<file path="src/rtl/ddr4_req_queue.sv">
// CPU-side request queue for the DDR4 controller port: buffers requests, issues them one at a
// time with crd/cwr/ca/cwdat held until cdone, and returns responses on a valid/ready channel.
module ddr4_req_queue #(
    parameter int DEPTH = 8,
    parameter int AW    = 31,
    parameter int DW    = 4,
    parameter int TMO   = 1024
) (
    input  logic                     clkin,
    input  logic                     crst,
    input  logic                     req_valid,
    output logic                     req_ready,
    input  logic                     req_we,
    input  logic [AW-1:0]            req_addr,
    input  logic [DW-1:0]            req_wdata,
    output logic                     rsp_valid,
    input  logic                     rsp_ready,
    output logic                     rsp_we,
    output logic [DW-1:0]            rsp_rdata,
    output logic                     crd,
    output logic                     cwr,
    output logic [AW-1:0]            ca,
    output logic [DW-1:0]            cwdat,
    input  logic [DW-1:0]            crdat,
    input  logic                     cdone,
    output logic [$clog2(DEPTH):0]   level,
    output logic                     err_spur,
    output logic                     err_tmo
);

    localparam int PW = $clog2(DEPTH);
    localparam int LW = PW + 1;
    localparam int CW = $clog2(TMO + 1);

    typedef enum logic [1:0] {
        S_IDLE = 2'd0,
        S_BUSY = 2'd1,
        S_RESP = 2'd2
    } state_t;

    state_t          state_q;
    logic            mem_we_q    [DEPTH];
    logic [AW-1:0]   mem_addr_q  [DEPTH];
    logic [DW-1:0]   mem_wdata_q [DEPTH];
    logic [PW-1:0]   wr_ptr_q, wr_ptr_d;
    logic [PW-1:0]   rd_ptr_q, rd_ptr_d;
    logic [LW-1:0]   level_q, level_d;
    logic [CW-1:0]   cnt_q;
    logic            crd_q, cwr_q, rsp_valid_q, rsp_we_q;
    logic [AW-1:0]   ca_q;
    logic [DW-1:0]   cwdat_q, rsp_rdata_q;
    logic            err_spur_q, err_tmo_q;
    logic            push_s, pop_s, ready_s;

    assign ready_s   = (level_q < LW'(DEPTH));
    assign push_s    = req_valid & ready_s;
    assign pop_s     = (state_q == S_IDLE) && (level_q != {LW{1'b0}});

    assign req_ready = ready_s;
    assign level     = level_q;
    assign crd       = crd_q;
    assign cwr       = cwr_q;
    assign ca        = ca_q;
    assign cwdat     = cwdat_q;
    assign rsp_valid = rsp_valid_q;
    assign rsp_we    = rsp_we_q;
    assign rsp_rdata = rsp_rdata_q;
    assign err_spur  = err_spur_q;
    assign err_tmo   = err_tmo_q;

    // Next pointer and occupancy values; a simultaneous push and pop leaves the level unchanged.
    always_comb begin
        wr_ptr_d = wr_ptr_q;
        rd_ptr_d = rd_ptr_q;
        level_d  = level_q;
        if (push_s) begin
            wr_ptr_d = wr_ptr_q + PW'(1);
        end else begin
            wr_ptr_d = wr_ptr_q;
        end
        if (pop_s) begin
            rd_ptr_d = rd_ptr_q + PW'(1);
        end else begin
            rd_ptr_d = rd_ptr_q;
        end
        case ({push_s, pop_s})
            2'b10:   level_d = level_q + LW'(1);
            2'b01:   level_d = level_q - LW'(1);
            default: level_d = level_q;
        endcase
    end

    // Pointer and occupancy registers.
    always_ff @(posedge clkin or posedge crst) begin
        if (crst) begin
            wr_ptr_q <= {PW{1'b0}};
            rd_ptr_q <= {PW{1'b0}};
            level_q  <= {LW{1'b0}};
        end else begin
            wr_ptr_q <= wr_ptr_d;
            rd_ptr_q <= rd_ptr_d;
            level_q  <= level_d;
        end
    end

    // Request storage; cleared on reset so discarded requests leave no trace.
    always_ff @(posedge clkin or posedge crst) begin
        if (crst) begin
            for (int i = 0; i < DEPTH; i++) begin
                mem_we_q[i]    <= 1'b0;
                mem_addr_q[i]  <= {AW{1'b0}};
                mem_wdata_q[i] <= {DW{1'b0}};
            end
        end else if (push_s) begin
            mem_we_q[wr_ptr_q]    <= req_we;
            mem_addr_q[wr_ptr_q]  <= req_addr;
            mem_wdata_q[wr_ptr_q] <= req_wdata;
        end
    end

    // Arbitration FSM with registered controller and response outputs.
    always_ff @(posedge clkin or posedge crst) begin
        if (crst) begin
            state_q     <= S_IDLE;
            crd_q       <= 1'b0;
            cwr_q       <= 1'b0;
            ca_q        <= {AW{1'b0}};
            cwdat_q     <= {DW{1'b0}};
            rsp_valid_q <= 1'b0;
            rsp_we_q    <= 1'b0;
            rsp_rdata_q <= {DW{1'b0}};
            cnt_q       <= {CW{1'b0}};
            err_spur_q  <= 1'b0;
            err_tmo_q   <= 1'b0;
        end else begin
            case (state_q)
                S_IDLE: begin
                    if (cdone) begin
                        err_spur_q <= 1'b1;
                    end
                    if (pop_s) begin
                        ca_q     <= mem_addr_q[rd_ptr_q];
                        cwdat_q  <= mem_wdata_q[rd_ptr_q];
                        rsp_we_q <= mem_we_q[rd_ptr_q];
                        crd_q    <= ~mem_we_q[rd_ptr_q];
                        cwr_q    <= mem_we_q[rd_ptr_q];
                        cnt_q    <= {CW{1'b0}};
                        state_q  <= S_BUSY;
                    end
                end
                S_BUSY: begin
                    if (cdone) begin
                        crd_q       <= 1'b0;
                        cwr_q       <= 1'b0;
                        rsp_rdata_q <= rsp_we_q ? {DW{1'b0}} : crdat;
                        rsp_valid_q <= 1'b1;
                        cnt_q       <= {CW{1'b0}};
                        state_q     <= S_RESP;
                    end else begin
                        // Saturate at TMO; the access stays outstanding after the flag sets.
                        if (cnt_q != CW'(TMO)) begin
                            cnt_q <= cnt_q + CW'(1);
                        end
                        if (cnt_q == CW'(TMO - 1)) begin
                            err_tmo_q <= 1'b1;
                        end
                    end
                end
                S_RESP: begin
                    if (cdone) begin
                        err_spur_q <= 1'b1;
                    end
                    if (rsp_ready) begin
                        rsp_valid_q <= 1'b0;
                        state_q     <= S_IDLE;
                    end
                end
                default: begin
                    crd_q       <= 1'b0;
                    cwr_q       <= 1'b0;
                    rsp_valid_q <= 1'b0;
                    cnt_q       <= {CW{1'b0}};
                    state_q     <= S_IDLE;
                end
            endcase
        end
    end

endmodule

</file>
<file path="config.mk">
export PLATFORM = sky130hd
export DESIGN_NAME = ddr4_req_queue
export DESIGN_NICKNAME = d
export VERILOG_FILES = /design/src/rtl/ddr4_req_queue.sv
export SDC_FILE = /design/constraint.sdc
export NUM_CORES = 1
export LEC_CHECK = 0
export CELL_PAD_IN_SITES_DETAIL_PLACEMENT = 1
export CELL_PAD_IN_SITES_GLOBAL_PLACEMENT = 2
export CORE_ASPECT_RATIO = 1.2
export CORE_MARGIN = 4
export CORE_UTILIZATION = 47
export DETAILED_ROUTE_END_ITERATION = 6
export GPL_ROUTABILITY_DRIVEN = 1
export HOLD_SLACK_MARGIN = 0.15
export PLACE_DENSITY = 0.95
export SETUP_SLACK_MARGIN = 0.3
export SYNTH_ARGS = -nofsm -noshare
export SYNTH_HDL_FRONTEND = slang
export SYNTH_SLANG_ARGS = --single-unit
</file>
<file path="constraint.sdc">
create_clock -name clkin -period 42.1 [get_ports clkin]
set_input_delay 10.525 -clock clkin [delete_from_list [all_inputs] [get_ports clkin]]
set_output_delay 10.525 -clock clkin [all_outputs]
set_load 0.01 [all_outputs]
</file>
# After elaboration in Yosys (flattened, before gate mapping)
# Cells that the tools add are included.
# op_classes
eq_ne	10
n_mux	36
order_cmp	4
bitwise	7
addsub	5
n_reduce_logical	14
# op_table
operator	count
$bwmux W248	1
$bmux W31 S3	1
$demux W31 S3	1
$mux W31	3
$mux W11	3
$pmux W11 S3	1
$bwmux W32	1
$mux W4	4
$reduce_and A3 Y1	5
$bmux W4 S3	1
$demux W4 S3	1
$add A11 B1 Y11 const B	1
$eq A11 B10 Y1 const B	1
$ne A11 B11 Y1 const B	1
$pmux W1 S3	3
$bwmux W8	1
$ge A4 B4 Y1 const B	2
$mux W1	8
$not A3 Y4	2
$pmux W4 S2	1
$add A3 B1 Y3 const B	2
$mux W2	3
$ne A2 B2 Y1 const B	3
$pmux W2 S3	1
17 further kinds	25
# word_totals
out_inout_bits	50
in_bits	45
regBits	356
word_cells	114

# Longest topological paths before layout
# depth
depth_word	7
ltp_mapped	11
mapped_depth_nobuf	10

# Worst setup path before layout
# No wires, ideal clock.
# synth_timing
path_type	input port to flip-flop
startpoint	in req_valid
endpoint	reg level_q[2], in the netlist level[2]
setup_time_ns	0.131
path_slack_ns	30.020
path_stages	9
n_path_buf	0
arrival_time_ns	11.949
t_required_ns	41.969
path_cell_list	nor2b_2 -> inv_1 -> ha_1 -> xor2_1 -> ha_1 -> a21oi_1 -> xor2_1 -> nor2_1 -> xor2_1
# synth_between
elab_chain_cells	3
elab_cells_between_ends	5
cone_classes	eq/ne: 2; mux: 1; bitwise: 1; reduce/logical: 1
# synth_rtl
item	line_no	text
from (decl)	11	input logic req_valid,
$and A1 B1 Y1 (*)	56	assign push_s = req_valid & ready_s;
$eq A2 B1 Y1 / $eq A2 B2 Y1 (equally long branches)	86	case ({push_s, pop_s})
$pmux W4 S2 / $reduce_bool A2 Y1 (equally long branches)	-	
to (signal assigned)	98	level_q <= {LW{1'b0}};
to (signal assigned)	102	level_q <= level_d;
to (decl)	47	logic [LW-1:0] level_q, level_d;
# Mark *: on every way between the ends. The rest lies on a longest branch, timed or not.
# A chain may end at the register's enable or synchronous reset.

==> impl_results.md <==
- Horiz. Die Dim: around 170 um
- Nets: roughly 1200
- Antenna Cells: 0
- Wire length per cell: 23.1 um
- Area delta synth->final: 16.1%
- Buffers on Ports: 94
- Slew headroom: 0.268
- Status: finished clean
- CTS tree: done
- Beginning of the worst register-to-register path: level[0]
- CP Data Required Time: 42.63 ns
- Commonest non-fill, non-tap cell in the layout: dfrtp_1
- Detailed Place HPWL: 21200 um
- # rows: 73
- Routed vias: approximately 9000
- Total Wirelength: about 37000 um
- Max clock buf depth: 3
- EDFF count, synth: 0
- Minimum clock period: 13.10 ns
- Crit start category: input port
- Largest net degree at the start of global routing: 151
- Final Setup Violations: 0
- Min Hold Slack: roughly 0.46 ns
- Postcts setup bufs: 0
- Die extent in y: roughly 210 um
- DR iter-0 viols: around 490
- Vias in the first global route: approximately 10000
- Total track usage: 0.206
- Design area: 18300 um2
- Count of cell types in the netlist: 46
- Pleak: 0.00787 uW
- DIE AREA: around 36000 um2
- Synthesis Warnings: 0
- Clock buffer count from CTS: 36
- DRC Markers: 0
- Final period util: 0.311
- Final Max Slew Viols: 0
- Pwr Density: 79.6 nW/um2
- Upper clock frequency limit: approximately 0.076 GHz
- Resized cells post-CTS: 0
- Cts hold-fix bufs: 0
- Skew-Pair Late Insertion Delay: 0.52 ns
- CTS H-tree depth: 2
- Post-synthesis register bit count: roughly 360
- Layout fillers: roughly 3200
- Clock slew at the register clock pins of the worst setup and hold paths: roughly 0.06 ns
- CP endpoint kind: asynchronous set/reset pin
- Antenna violations before repair: 1
- Placed insts: about 1500
- RSZ-0062 raised after global routing: false
- Drt first pass iters: 4
- Final Hold Vio Count: 0
- IR drop worst, VDD: around 40 uV
- Min-delay src: err_spur
- Netlist Area Pre-Place: 15700 um2
- Worst EP arrival: approximately 14 ns
- Total grt overflow: 0
- Reg2reg path depth: 10
- Syn Inst Count: 1023
- Root Buffer: clkbuf_16
- Initial Utilization: 0.476
- Setup TNS Final: 0 ns
- WHS Path Cells: 1
- CP max FO: 150
- RR Endpoint: level[2]
- # IOs: 95
- First-pass GRT wire length: between 50000 and 60000 um
- MaxCap Viol Count: 0
- Reg2Reg Setup Slack: slightly below 40 ns
- Share of post-route cells with drive strength above 1: 0.395
- Final Non-Filler Cells: ~1600
- CTS Sinks: roughly 360
- Number of vias per cell: 5.70
- Most frequent cells in the layout: dfrtp_1, mux2_2, clkdlybuf4s50_1
- Post-synthesis average cell area: 15.4 um2
- Hold EP: err_spur
- Net Count, Synth: approximately 1100
- Post-DP Area: around 17000 um2
- Ys flop type: dfrtp_1
- DRT antenna net count: 0
- Critical path class: in2async
- Core area: approximately 33000 um2
- Fraction of registers with async set/reset: 1.00
- RePlAce Congestion: 0.718
- Sequential fraction of the synthesis area: 0.566
- Slew @ Worst Pin: 1.10 ns
- Worst hold path class: reg2reg
- Worst clock skew: 0.0145 ns
## worst max path at each step
stage               start               to  cells past startpoint
finish               crst  mem_addr_q[203]                      4
global route         crst  mem_addr_q[166]                      4
CTS                  crst  mem_addr_q[203]                      4
detailed placement   crst  mem_addr_q[197]                      4
global placement     crst           ca[12]                      4
floorplan            crst            ca[0]                      1
## sequential cells by signal (all words and copies together), names as in the netlist, 3 cells and up
register / count
mem_addr_q: 248
mem_wdata_q: 32
ca: 31
cnt_q: 11
mem_we_q: 8
cwdat: 4
level: 4
rsp_rdata: 4
rd_ptr_q: 3
wr_ptr_q: 3
## synthesized netlist by cell type (all sizes together) (2+ instances only)
cell	number	area (um2)
o21ai	47	235
nor2	8	35.0
nor4b	2	17.5
clkbuf	16	63.8
nor3	3	26.3
dfrtp	356	8910
nor3b	4	41.3
mux2i	42	420
a21o	2	15.0
xnor2	6	52.6
nand2b	5	31.3
or4	5	41.3
and4	3	26.3
mux4	72	1620
nor4	3	18.8
a21oi	8	51.3
buf	46	290
ha	7	87.6
inv	8	30.0
xor2	3	26.3
o31ai	5	37.5
nand2	57	216
and3b	2	17.5
nand3	7	35.0
mux2	289	3250
o21bai	4	30.0
nand3b	2	15.0
nand4	3	18.8
## cell type report
type	instances	area [um2]	share of cell area
multi-input cells	597	6470	0.354
clock buffers	55	1080	0.0594
inverters	8	37.5	0.00206
flip-flops and latches	356	8910	0.488
clock inverters	8	140	0.00768
repair buffers	108	1050	0.0573
well taps	450	563	0.0308
## per-stage QoR
step	utilization	setup slack, ns	power, uW
finish	0.552	29.00	1450
global route	0.552	28.57	1540
CTS	0.552	28.95	1470
detailed placement	0.515	28.39	1130
global placement	0.515	28.48	1080
floorplan	-	21.70	960
## report_power, final
part | leakage (uW) | total (uW) | internal (uW) | switching (uW)
Clock | 0.000603 | 333 | 202 | 131
Combinational | 0.00283 | 512 | 300 | 212
Sequential | 0.00444 | 608 | 498 | 111
Total | 0.00787 | 1450 | 999 | 454
## cells by family after synthesis
| kind of cell | after synthesis | synth area share |
|---|---|---|
| buffers and inverters | 70 | 0.0244 |
| xor gates and xnor gates | 9 | 0.00501 |
| DFF | 356 | 0.566 |
| and+or+nand+nor | 106 | 0.0353 |
| AOI/OAI and AO/OA | 72 | 0.0265 |
| muxes | 403 | 0.337 |
| adders and majority gates | 7 | 0.00557 |
## critical path, cell delays in order
cell and delay [ns]:
clkdlybuf4s50_1 0.49, inv_8 0.68, buf_4 0.84, buf_4 0.81
## layer usage
metal | global-route usage | part of all wire
met5 | 0 | 0.00055
met4 | 0.0615 | 0.026
met3 | 0.0280 | 0.027
met2 | 0.371 | 0.54
met1 | 0.260 | 0.41
Note: power is estimated with default switching activity, not from simulation.
